$ cat src/rtl/cpu6502_bus_responder_pkg.sv
// Shared definitions for the 6502 bus responder: FSM state codes,
// the open-bus read value and the external-window decode helper.
package cpu6502_bus_responder_pkg;

  // Responder FSM state codes (also exported on the debug port)
  typedef enum logic [1:0] {
    RSP_IDLE = 2'd0,
    RSP_REQ  = 2'd1,
    RSP_WAIT = 2'd2,
    RSP_DONE = 2'd3
  } rsp_state_e;

  // Value returned for external writes and for timed-out accesses
  localparam logic [7:0] DI_OPEN_BUS = 8'hFF;

  // Width of the shared wait/timeout counter
  localparam int TIMER_W = 8;

  // True when addr falls in the external window (only masked bits compared)
  function automatic logic win_hit(input logic [15:0] addr,
                                   input logic [15:0] base,
                                   input logic [15:0] mask);
    return (addr & mask) == (base & mask);
  endfunction

endpackage

$ cat src/rtl/cpu6502_wait_timer.sv
// Load/count/expire down-counter. Loaded with N, it raises expire_o in the
// N-th cycle that count_i is held high (N=0 never expires). Used by the
// responder for both the post-ack MIN_WAIT hold and the REQ timeout.
module cpu6502_wait_timer #(
  parameter int W = 8
) (
  input  logic         clk,
  input  logic         reset,
  input  logic         load_i,
  input  logic [W-1:0] load_val_i,
  input  logic         count_i,
  output logic         expire_o
);

  logic [W-1:0] cnt_q;
  logic [W-1:0] cnt_d;

  // Next count: load wins over counting, counting saturates at zero
  always_comb begin
    cnt_d = cnt_q;
    if (load_i) begin
      cnt_d = load_val_i;
    end else if (count_i && (cnt_q != '0)) begin
      cnt_d = cnt_q - 1'b1;
    end
  end

  // Counter register with synchronous active-low reset
  always_ff @(posedge clk) begin
    if (!reset) begin
      cnt_q <= '0;
    end else begin
      cnt_q <= cnt_d;
    end
  end

  assign expire_o = count_i && (cnt_q == W'(1));

endmodule

$ cat src/rtl/cpu6502_bus_responder.sv
// Target side of the 6502 core's memory bus. Internal accesses complete with
// zero wait states (DI follows int_rdata one cycle after AB). Accesses that
// hit the external window are latched and forwarded on ext_req/ext_ack while
// RDY is held low; the captured data is returned on DI in the DONE cycle.
//
// External handshake: ext_req rises the cycle after the window hit and stays
// high, with ext_addr/ext_we/ext_wdata frozen, until a cycle in which
// ext_ack=1 is sampled; ext_rdata is taken in that same cycle. ext_ack in any
// other state is ignored.
//
// Build options:
//   CPU6502_BUS_TIMEOUT_EN : abort REQ after TIMEOUT cycles, return 8'hFF and
//                            pulse bus_err. Without it REQ waits forever and
//                            bus_err is constant 0.
//   DO_SIM                 : adds a readable state_name string for waveforms.
module cpu6502_bus_responder
  import cpu6502_bus_responder_pkg::*;
#(
  parameter logic [15:0] EXT_BASE = 16'hD000,
  parameter logic [15:0] EXT_MASK = 16'hF000,
  parameter int          MIN_WAIT = 0,
  parameter int          TIMEOUT  = 255
) (
  input  logic        clk,
  input  logic        reset,
  input  logic [15:0] AB,
  input  logic        WE,
  input  logic [7:0]  DO,
  output logic [7:0]  DI,
  output logic        RDY,
  input  logic [7:0]  int_rdata,
  output logic        ext_req,
  output logic        ext_we,
  output logic [15:0] ext_addr,
  output logic [7:0]  ext_wdata,
  input  logic        ext_ack,
  input  logic [7:0]  ext_rdata,
  output logic        bus_err,
  output rsp_state_e  dbg_state_o
);

  rsp_state_e state_q, state_d;

  logic        rdy_q, rdy_d;
  logic        ext_req_q, ext_req_d;
  logic        ext_we_q, ext_we_d;
  logic [15:0] ext_addr_q, ext_addr_d;
  logic [7:0]  ext_wdata_q, ext_wdata_d;
  logic        bus_err_q, bus_err_d;
  logic [7:0]  di_q, di_d;
  logic        di_sel_q, di_sel_d;

  logic        hit;
  logic        decode;
  logic        start_ext;
  logic        ack_seen;
  logic        timeout_fire;
  logic        tmr_load;
  logic [TIMER_W-1:0] tmr_val;
  logic        tmr_count;
  logic        tmr_expire;

  // Address is only decoded when the CPU is free to present a new access
  assign hit       = win_hit(AB, EXT_BASE, EXT_MASK);
  assign decode    = (state_q == RSP_IDLE) || (state_q == RSP_DONE);
  assign start_ext = decode && hit;
  assign ack_seen  = (state_q == RSP_REQ) && ext_ack;

`ifdef CPU6502_BUS_TIMEOUT_EN
  // Timer runs during REQ (timeout) and WAIT (post-ack hold)
  assign tmr_count    = (state_q == RSP_REQ) || (state_q == RSP_WAIT);
  // A real ack in the expiry cycle takes priority over the timeout
  assign timeout_fire = (state_q == RSP_REQ) && !ext_ack && tmr_expire;
`else
  assign tmr_count    = (state_q == RSP_WAIT);
  assign timeout_fire = 1'b0;
`endif

  // Timeout length is loaded on entry to REQ, hold length on the ack
  assign tmr_load = start_ext || ack_seen;
  assign tmr_val  = ack_seen ? TIMER_W'(MIN_WAIT) : TIMER_W'(TIMEOUT);

  cpu6502_wait_timer #(
    .W (TIMER_W)
  ) u_wait_timer (
    .clk        (clk),
    .reset      (reset),
    .load_i     (tmr_load),
    .load_val_i (tmr_val),
    .count_i    (tmr_count),
    .expire_o   (tmr_expire)
  );

  // State register
  always_ff @(posedge clk) begin
    if (!reset) begin
      state_q <= RSP_IDLE;
    end else begin
      state_q <= state_d;
    end
  end

  // Next-state logic; DONE decodes like IDLE so back-to-back hits skip IDLE
  always_comb begin
    state_d = state_q;
    case (state_q)
      RSP_IDLE, RSP_DONE: begin
        state_d = hit ? RSP_REQ : RSP_IDLE;
      end
      RSP_REQ: begin
        if (ext_ack) begin
          state_d = (MIN_WAIT == 0) ? RSP_DONE : RSP_WAIT;
        end else if (timeout_fire) begin
          state_d = RSP_DONE;
        end
      end
      RSP_WAIT: begin
        if (tmr_expire) begin
          state_d = RSP_DONE;
        end
      end
      default: state_d = RSP_IDLE;
    endcase
  end

  // Output logic: next values of the registered bus outputs
  always_comb begin
    rdy_d       = (state_d == RSP_IDLE) || (state_d == RSP_DONE);
    ext_req_d   = (state_d == RSP_REQ);
    bus_err_d   = timeout_fire;
    di_sel_d    = (state_d == RSP_DONE);
    di_d        = di_q;
    ext_we_d    = ext_we_q;
    ext_addr_d  = ext_addr_q;
    ext_wdata_d = ext_wdata_q;
    if (start_ext) begin
      ext_we_d    = WE;
      ext_addr_d  = AB;
      ext_wdata_d = DO;
    end
    if (ack_seen) begin
      di_d = ext_we_q ? DI_OPEN_BUS : ext_rdata;
    end else if (timeout_fire) begin
      di_d = DI_OPEN_BUS;
    end
  end

  // Registered outputs; RDY comes straight from a flop so AB never reaches it
  always_ff @(posedge clk) begin
    if (!reset) begin
      rdy_q       <= 1'b1;
      ext_req_q   <= 1'b0;
      ext_we_q    <= 1'b0;
      ext_addr_q  <= '0;
      ext_wdata_q <= '0;
      bus_err_q   <= 1'b0;
      di_q        <= '0;
      di_sel_q    <= 1'b0;
    end else begin
      rdy_q       <= rdy_d;
      ext_req_q   <= ext_req_d;
      ext_we_q    <= ext_we_d;
      ext_addr_q  <= ext_addr_d;
      ext_wdata_q <= ext_wdata_d;
      bus_err_q   <= bus_err_d;
      di_q        <= di_d;
      di_sel_q    <= di_sel_d;
    end
  end

  assign RDY         = rdy_q;
  assign ext_req     = ext_req_q;
  assign ext_we      = ext_we_q;
  assign ext_addr    = ext_addr_q;
  assign ext_wdata   = ext_wdata_q;
  assign bus_err     = bus_err_q;
  assign DI          = di_sel_q ? di_q : int_rdata;
  assign dbg_state_o = state_q;

`ifdef DO_SIM
  string state_name;
  // Human-readable state for waveform viewers
  always_comb begin
    state_name = "IDLE";
    case (state_q)
      RSP_IDLE: state_name = "IDLE";
      RSP_REQ:  state_name = "REQ";
      RSP_WAIT: state_name = "WAIT";
      RSP_DONE: state_name = "DONE";
      default:  state_name = "IDLE";
    endcase
  end
`endif

endmodule

$ cat config.mk
export PLATFORM = sky130hd
export DESIGN_NAME = cpu6502_bus_responder
export DESIGN_NICKNAME = d
export VERILOG_FILES = /design/src/rtl/cpu6502_bus_responder_pkg.sv /design/src/rtl/cpu6502_wait_timer.sv /design/src/rtl/cpu6502_bus_responder.sv
export SDC_FILE = /design/constraint.sdc
export NUM_CORES = 1
export LEC_CHECK = 0
export BUFFER_PORTS_ARGS = -buffer_cell sky130_fd_sc_hd__buf_2
export CORE_MARGIN = 8
export CORE_UTILIZATION = 43
export CTS_CLUSTER_DIAMETER = 150
export CTS_CLUSTER_SIZE = 8
export DETAILED_ROUTE_END_ITERATION = 16
export PLACE_DENSITY = 0.84
export SETUP_SLACK_MARGIN = 0.15
export SLEW_MARGIN = 30
export SYNTH_ARGS = -nofsm -noshare
export SYNTH_HDL_FRONTEND = slang
export SYNTH_SLANG_ARGS = --single-unit
$ cat constraint.sdc
create_clock -name clk -period 1.8 [get_ports clk]
set_input_delay 0.09 -clock clk [delete_from_list [all_inputs] [get_ports clk]]
set_output_delay 0.09 -clock clk [all_outputs]
set_load 0.01 [all_outputs]
==> results.md, run 1 <==
- Status: finished, final reports clean
- H-tree depth: 2
- Chip height: 84.51 um
- Worst min path class: in2reg
- Yosys warning total: 0
- Crit start category: flop
- Detailed Route Iter0 Violations: 127
- RSZ-0062 raised after global routing: yes
- # rows: 25
- Final min period: 1.686 ns
- WP data required: 1.98 ns
- Flops & latches, synth: 46
- GRT Overall Usage: 0.1428
- Largest net degree at the start of global routing: 39
- Synth Cell Area: 0.002018 mm2
- LEAKAGE: 0.001225 uW
- CP Capture Type: flop
- CTS Sinks: 46
- Peak Freq: 593.3 MHz
- WL final: 5249 um
- Async set or reset register ratio after synthesis: 0
- Global-route wire length before repair: 8459 um
- Final Max Slew Viols: 0
- CORE AREA: 0.004629 mm2
- Gr ovfl total: 0
- Via Count: 1808
- Area contributors post-synth: dfxtp_1, nand2_1, a21boi_0, mux2_2, ha_1
- Max capacitance violation total: 0
- Vias per std cell: 5.079
- Seq/Total Area, Yosys: 0.4563
- Clk buf depth: 2
- Clock Pin Slew Worst Setup and Hold Paths: 0.08 ns
- DRC Markers: 0
- Number of flops mapped to enable cells by yosys: 0
- Final Hold Viols: 0
- Worst-path fanout max: 3
- Commonest cells in the netlist: dfxtp_1, nand2_1, a21boi_0
- Total CTS buffers: 5
- Final setup violation count: 0
- Area Overhead vs Synth: 33.04%
- Synthesized area per cell: 9.258 um2
- Initial Util: 0.4359
- Setup CP Type: reg2reg
- Die ar.: 0.007142 mm2
- # IOs: 82
- Layout cells sized above 1: 0.4040
- Top-area cell type share of the netlist area: 0.4563
- RePlAce Congestion: 0.7347
- Top FF cell, synth: dfxtp_1
- Nets: 352
- Post-route setup TNS: 0 ns
- Clk Latency, worst-skew pair: 0.29 ns
- Area leader, netlist: dfxtp_1
- Syn Nets: 269
- Worst Clk Skew: 0.004295 ns
- Drt wl/cell: 14.74 um
- Mapped Cells: 218
- Tcrit/Tclk final: 0.9365
- Initial antenna violation count: 0
- Port bufs: 80
- Vias in the first global route: 1852
- Antenna Violating Nets Remaining: 0
- Pwr Density: 749.5 mW/mm2
- TritonCTS clock tree: built
- Hold Buf Count CTS: 0
- Post-DP HPWL: 3604 um
- Crit path DAT: 1.87 ns
- Die width: 84.51 um
- Area post-placement: 0.002466 mm2
- Root Driver: clkbuf_8
- Worst IR Drop VDD: 0.0006146 V
- Final instance area: 0.002685 mm2
- Synth cell types: 34
- Antenna fix cells: 0
- Drt first pass iters: 4
==> state kept, by name, indices dropped and copies added, names as in the netlist <==
| name | flops |
|---|---|
| ext_wdata | 8 |
| di_q | 8 |
| dbg_state_o | 2 |
| ext_req | 1 |
| u_wait_timer.cnt_q | 8 |
| RDY | 1 |
| ext_we | 1 |
| ext_addr | 16 |
| di_sel_q | 1 |
==> layout make-up <==
class | instances | area, um2
clock inverter | 1 | 30.03
fill | 413 | 1944
timing repair buffer | 91 | 490.5
multi-input combinational | 150 | 1062
sequential | 46 | 932.1
clock buffer | 7 | 76.32
inverter | 7 | 26.28
tap | 54 | 67.56
==> power breakdown <==
group / total (uW) / switching [uW] / internal (uW)
Combinational: 215 / 105 / 110
Sequential: 1060 / 18.7 / 1040
Clock: 741 / 325 / 416
==> what timing repair did <==
item | in CTS | in global routing
endpoints found under the setup margin | 27 | 28
buffers inserted | 3 | 2
pin swaps | 5 | 5
resized for setup | 11 | 7
==> critical path, stage by stage, from the launching register on <==
cell      delay [ns]
dfxtp_4         0.36
nor4_4          0.33
a31oi_2         0.17
o311ai_4        0.29
ha_1            0.29
nand2b_4        0.13
==> path summary, 6_finish.rpt <==
| check | from | end | slack (ns) | cells after the start |
|---|---|---|---|---|
| setup / recovery | u_wait_timer.cnt_q[2]$_SDFFE_PN0P_ | RDY$_SDFF_PN1_ | 0.11 | 5 |
| hold reg to reg | ext_wdata[4]$_SDFFE_PN0P_ | ext_wdata[4]$_SDFFE_PN0P_ | 0.46 | 2 |
| hold / removal | DO[2] | ext_wdata[2]$_SDFFE_PN0P_ | 0.04 | 3 |
| setup reg to reg | u_wait_timer.cnt_q[2]$_SDFFE_PN0P_ | RDY$_SDFF_PN1_ | 0.11 | 5 |
==> per-layer routing <==
layer,track usage,vias to the layer above,part of all wire
met5,0,-,0
met4,0.04693,0,0.0065
met3,0.04488,2,0.055
met2,0.2699,53,0.52
met1,0.1433,841,0.42
li1,-,912,-
==> cell usage in the layout, fill, tap and decap left out, types with 2 or more instances in the layout <==
master | synthesis | layout
a211oi_1 | 3 | 3
a21boi_0 | 21 | 21
a21oi_1 | 5 | 5
a311oi_1 | 4 | 4
and2_1 | 4 | 4
and4_1 | 3 | 2
buf_2 | 5 | 80
buf_4 | 1 | 9
buf_6 | 0 | 2
clkbuf_1 | 8 | 2
clkbuf_8 | 0 | 5
dfxtp_1 | 46 | 41
dfxtp_2 | 0 | 3
dfxtp_4 | 0 | 2
ha_1 | 7 | 6
inv_1 | 7 | 7
mux2_2 | 8 | 8
nand2_1 | 46 | 46
nand2b_1 | 10 | 8
nand2b_4 | 0 | 2
nor2_1 | 4 | 4
nor2b_1 | 2 | 2
nor3_1 | 5 | 5
nor3_2 | 2 | 2
o21a_1 | 3 | 3
o21ai_0 | 2 | 2
o311a_1 | 8 | 8
xnor2_1 | 2 | 2
==> metrics by stage <==
step | worst slack, ns | cells | util | hold WS [ns] | power [uW]
3_3_place_gp | 0.08925 | 343 | 0.5327 | 0.3382 | 1272
4_1_cts | 0.08030 | 354 | 0.5684 | 0.03018 | 2029
6_report | 0.1144 | 356 | 0.5800 | 0.03923 | 2013
5_1_grt | 0.05501 | 356 | 0.5800 | 0.02962 | 2101
3_5_place_dp | 0.04253 | 343 | 0.5327 | 0.3441 | 1277
2_1_floorplan | 0.1719 | 218 | - | 0.2349 | 1188
==> cells by family after synthesis <==
family	after synthesis	share of synthesized area
and+or+nand+nor	84	0.2133
AOI/OAI and AO/OA	48	0.1860
DFF	46	0.4563
xor gates and xnor gates	2	0.008681
buffers and inverters	22	0.04588
other	1	0.001858
muxes	8	0.04464
adders and majority gates	7	0.04340
No activity file was read; power rests on OpenSTA's default activity.
==> inputs of run 2 (changes only) <==
GPL_TIMING_DRIVEN = 0   (was not set)
RECOVER_POWER = 100   (was not set)
==> results.md, run 2 (synthesized netlist as in run 1, its figures left out) <==
- Status: finished, final reports clean
- Worst min path class: in2reg
- Drt wl/cell: 14.88 um
- GRT Overall Usage: 0.1475
- RePlAce Congestion: 0.8261
- Layout cells sized above 1: 0.3065
- Initial antenna violation count: 0
- RSZ-0062 raised after global routing: yes
- Drt first pass iters: 4
- Fillers: 407
- Worst IR Drop VDD: 0.0006383 V
- Initial Util: 0.4359
- Port bufs: 79
- CORE AREA: 0.004629 mm2
- Tcrit/Tclk final: 0.9320
- Area post-placement: 0.002485 mm2
- Die ar.: 0.007142 mm2
- Pwr Density: 692.8 mW/mm2
- Reg area: 927.1 um2
- Final setup violation count: 0
- Non-Filler Instances: 364
- LEAKAGE: 0.001085 uW
- Setup CP Type: reg2reg
- Largest net degree at the start of global routing: 13
- DRC Markers: 0
- Vias per std cell: 5.151
- Vias in the first global route: 1902
- Gr ovfl total: 0
- Post-route setup TNS: 0 ns
- Placed Cells incl. Taps: 351
- Worst-path fanout max: 6
- Antenna Violating Nets Remaining: 0
- WL final: 5417 um
- Most frequent cells in the layout: buf_2, nand2_1, dfxtp_1, clkbuf_1, a21boi_0
- Final min period: 1.678 ns
- Area Overhead vs Synth: 33.17%
- Setup slack at placement: -0.07660 ns
- Worst hold margin: 0.03928 ns
- Nets: 361
- Global-route wire length before repair: 8728 um
- Most common cell after layout, fill and taps aside: buf_2
- Die width: 84.51 um
- Root Driver: clkbuf_8
- Worst Clk Skew: 0.003006 ns
- # rows: 25
- CP Capture Type: flop
- TritonCTS clock tree: built
- H-tree depth: 2
- Clock Pin Slew Worst Setup and Hold Paths: 0.08 ns
- Detailed Route Iter0 Violations: 71
- # IOs: 82
- Largest register FFs: 16
- Post-DP HPWL: 3927 um
- Via Count: 1875
- Setup slack after layout: 0.1224 ns
- Antenna fix cells: 0
- Chip height: 84.51 um
- Hold Buf Count CTS: 0
- Crit start category: flop
- Crit path DAT: 1.86 ns
- Final Max Slew Viols: 0
- Clk buf depth: 2
- CTS Sinks: 46
- Peak Freq: 596.1 MHz
- WP data required: 1.98 ns
- Multi-input logic area: 0.001096 mm2
- Final instance area: 0.002688 mm2
- Max capacitance violation total: 0
- Clk Latency, worst-skew pair: 0.29 ns
- Total CTS buffers: 5
- Final Hold Viols: 0
## run 2: layout make-up
class | instances | share of cell area
clock buffers | 7 | 0.02840
well taps | 54 | 0.02514
multi-input cells | 150 | 0.4078
flip-flops and latches | 46 | 0.3450
repair buffers | 85 | 0.1466
plain buffers | 15 | 0.03724
inverters | 7 | 0.009777
## run 2: final timing paths
| check | cells past startpoint | slack (ns) | to | startpoint |
|---|---|---|---|---|
| setup / recovery | 7 | 0.12 | RDY$_SDFF_PN1_ | dbg_state_o[0]$_SDFF_PN0_ |
| hold / removal | 3 | 0.04 | ext_wdata[0]$_SDFFE_PN0P_ | DO[0] |
| setup reg to reg | 7 | 0.12 | RDY$_SDFF_PN1_ | dbg_state_o[0]$_SDFF_PN0_ |
| hold reg to reg | 2 | 0.46 | ext_wdata[3]$_SDFFE_PN0P_ | ext_wdata[3]$_SDFFE_PN0P_ |
## run 2: metrics by stage
stage                     total power [uW]  utilization
after global routing                  1951       0.5805
after CTS                             1867       0.5703
after floorplan                       1188            -
after detailed placement              1279       0.5368
after global placement                1274       0.5368
final                                 1862       0.5805
## run 2: worst max-delay path: stages, from the launching register on
cell	delay (ns)
dfxtp_1	0.39
inv_2	0.06
ha_4	0.30
nand4_1	0.16
buf_6	0.18
o311ai_4	0.06
ha_1	0.28
nand2b_4	0.14
## run 2: repair_timing
action / in CTS / in global routing
buffers inserted: 4 / 1
cloned: 0 / 1
pin swaps: 5 / 4
setup endpoints to repair: 33 / 35
gates resized for setup: 13 / 29
## run 2: power by group
part           internal (uW)  leakage, uW  switching (uW)
Sequential              1040     0.000374            18.2
Clock                    268    0.0000383             313
Combinational            110     0.000673             114
## run 2: per-layer routing
metal	up-vias	wire, um	GRT usage
li1	933	-	-
met1	879	2192	0.1544
met2	51	2779	0.2598
met3	12	337	0.05756
met4	0	108	0.05502
met5	-	0	0
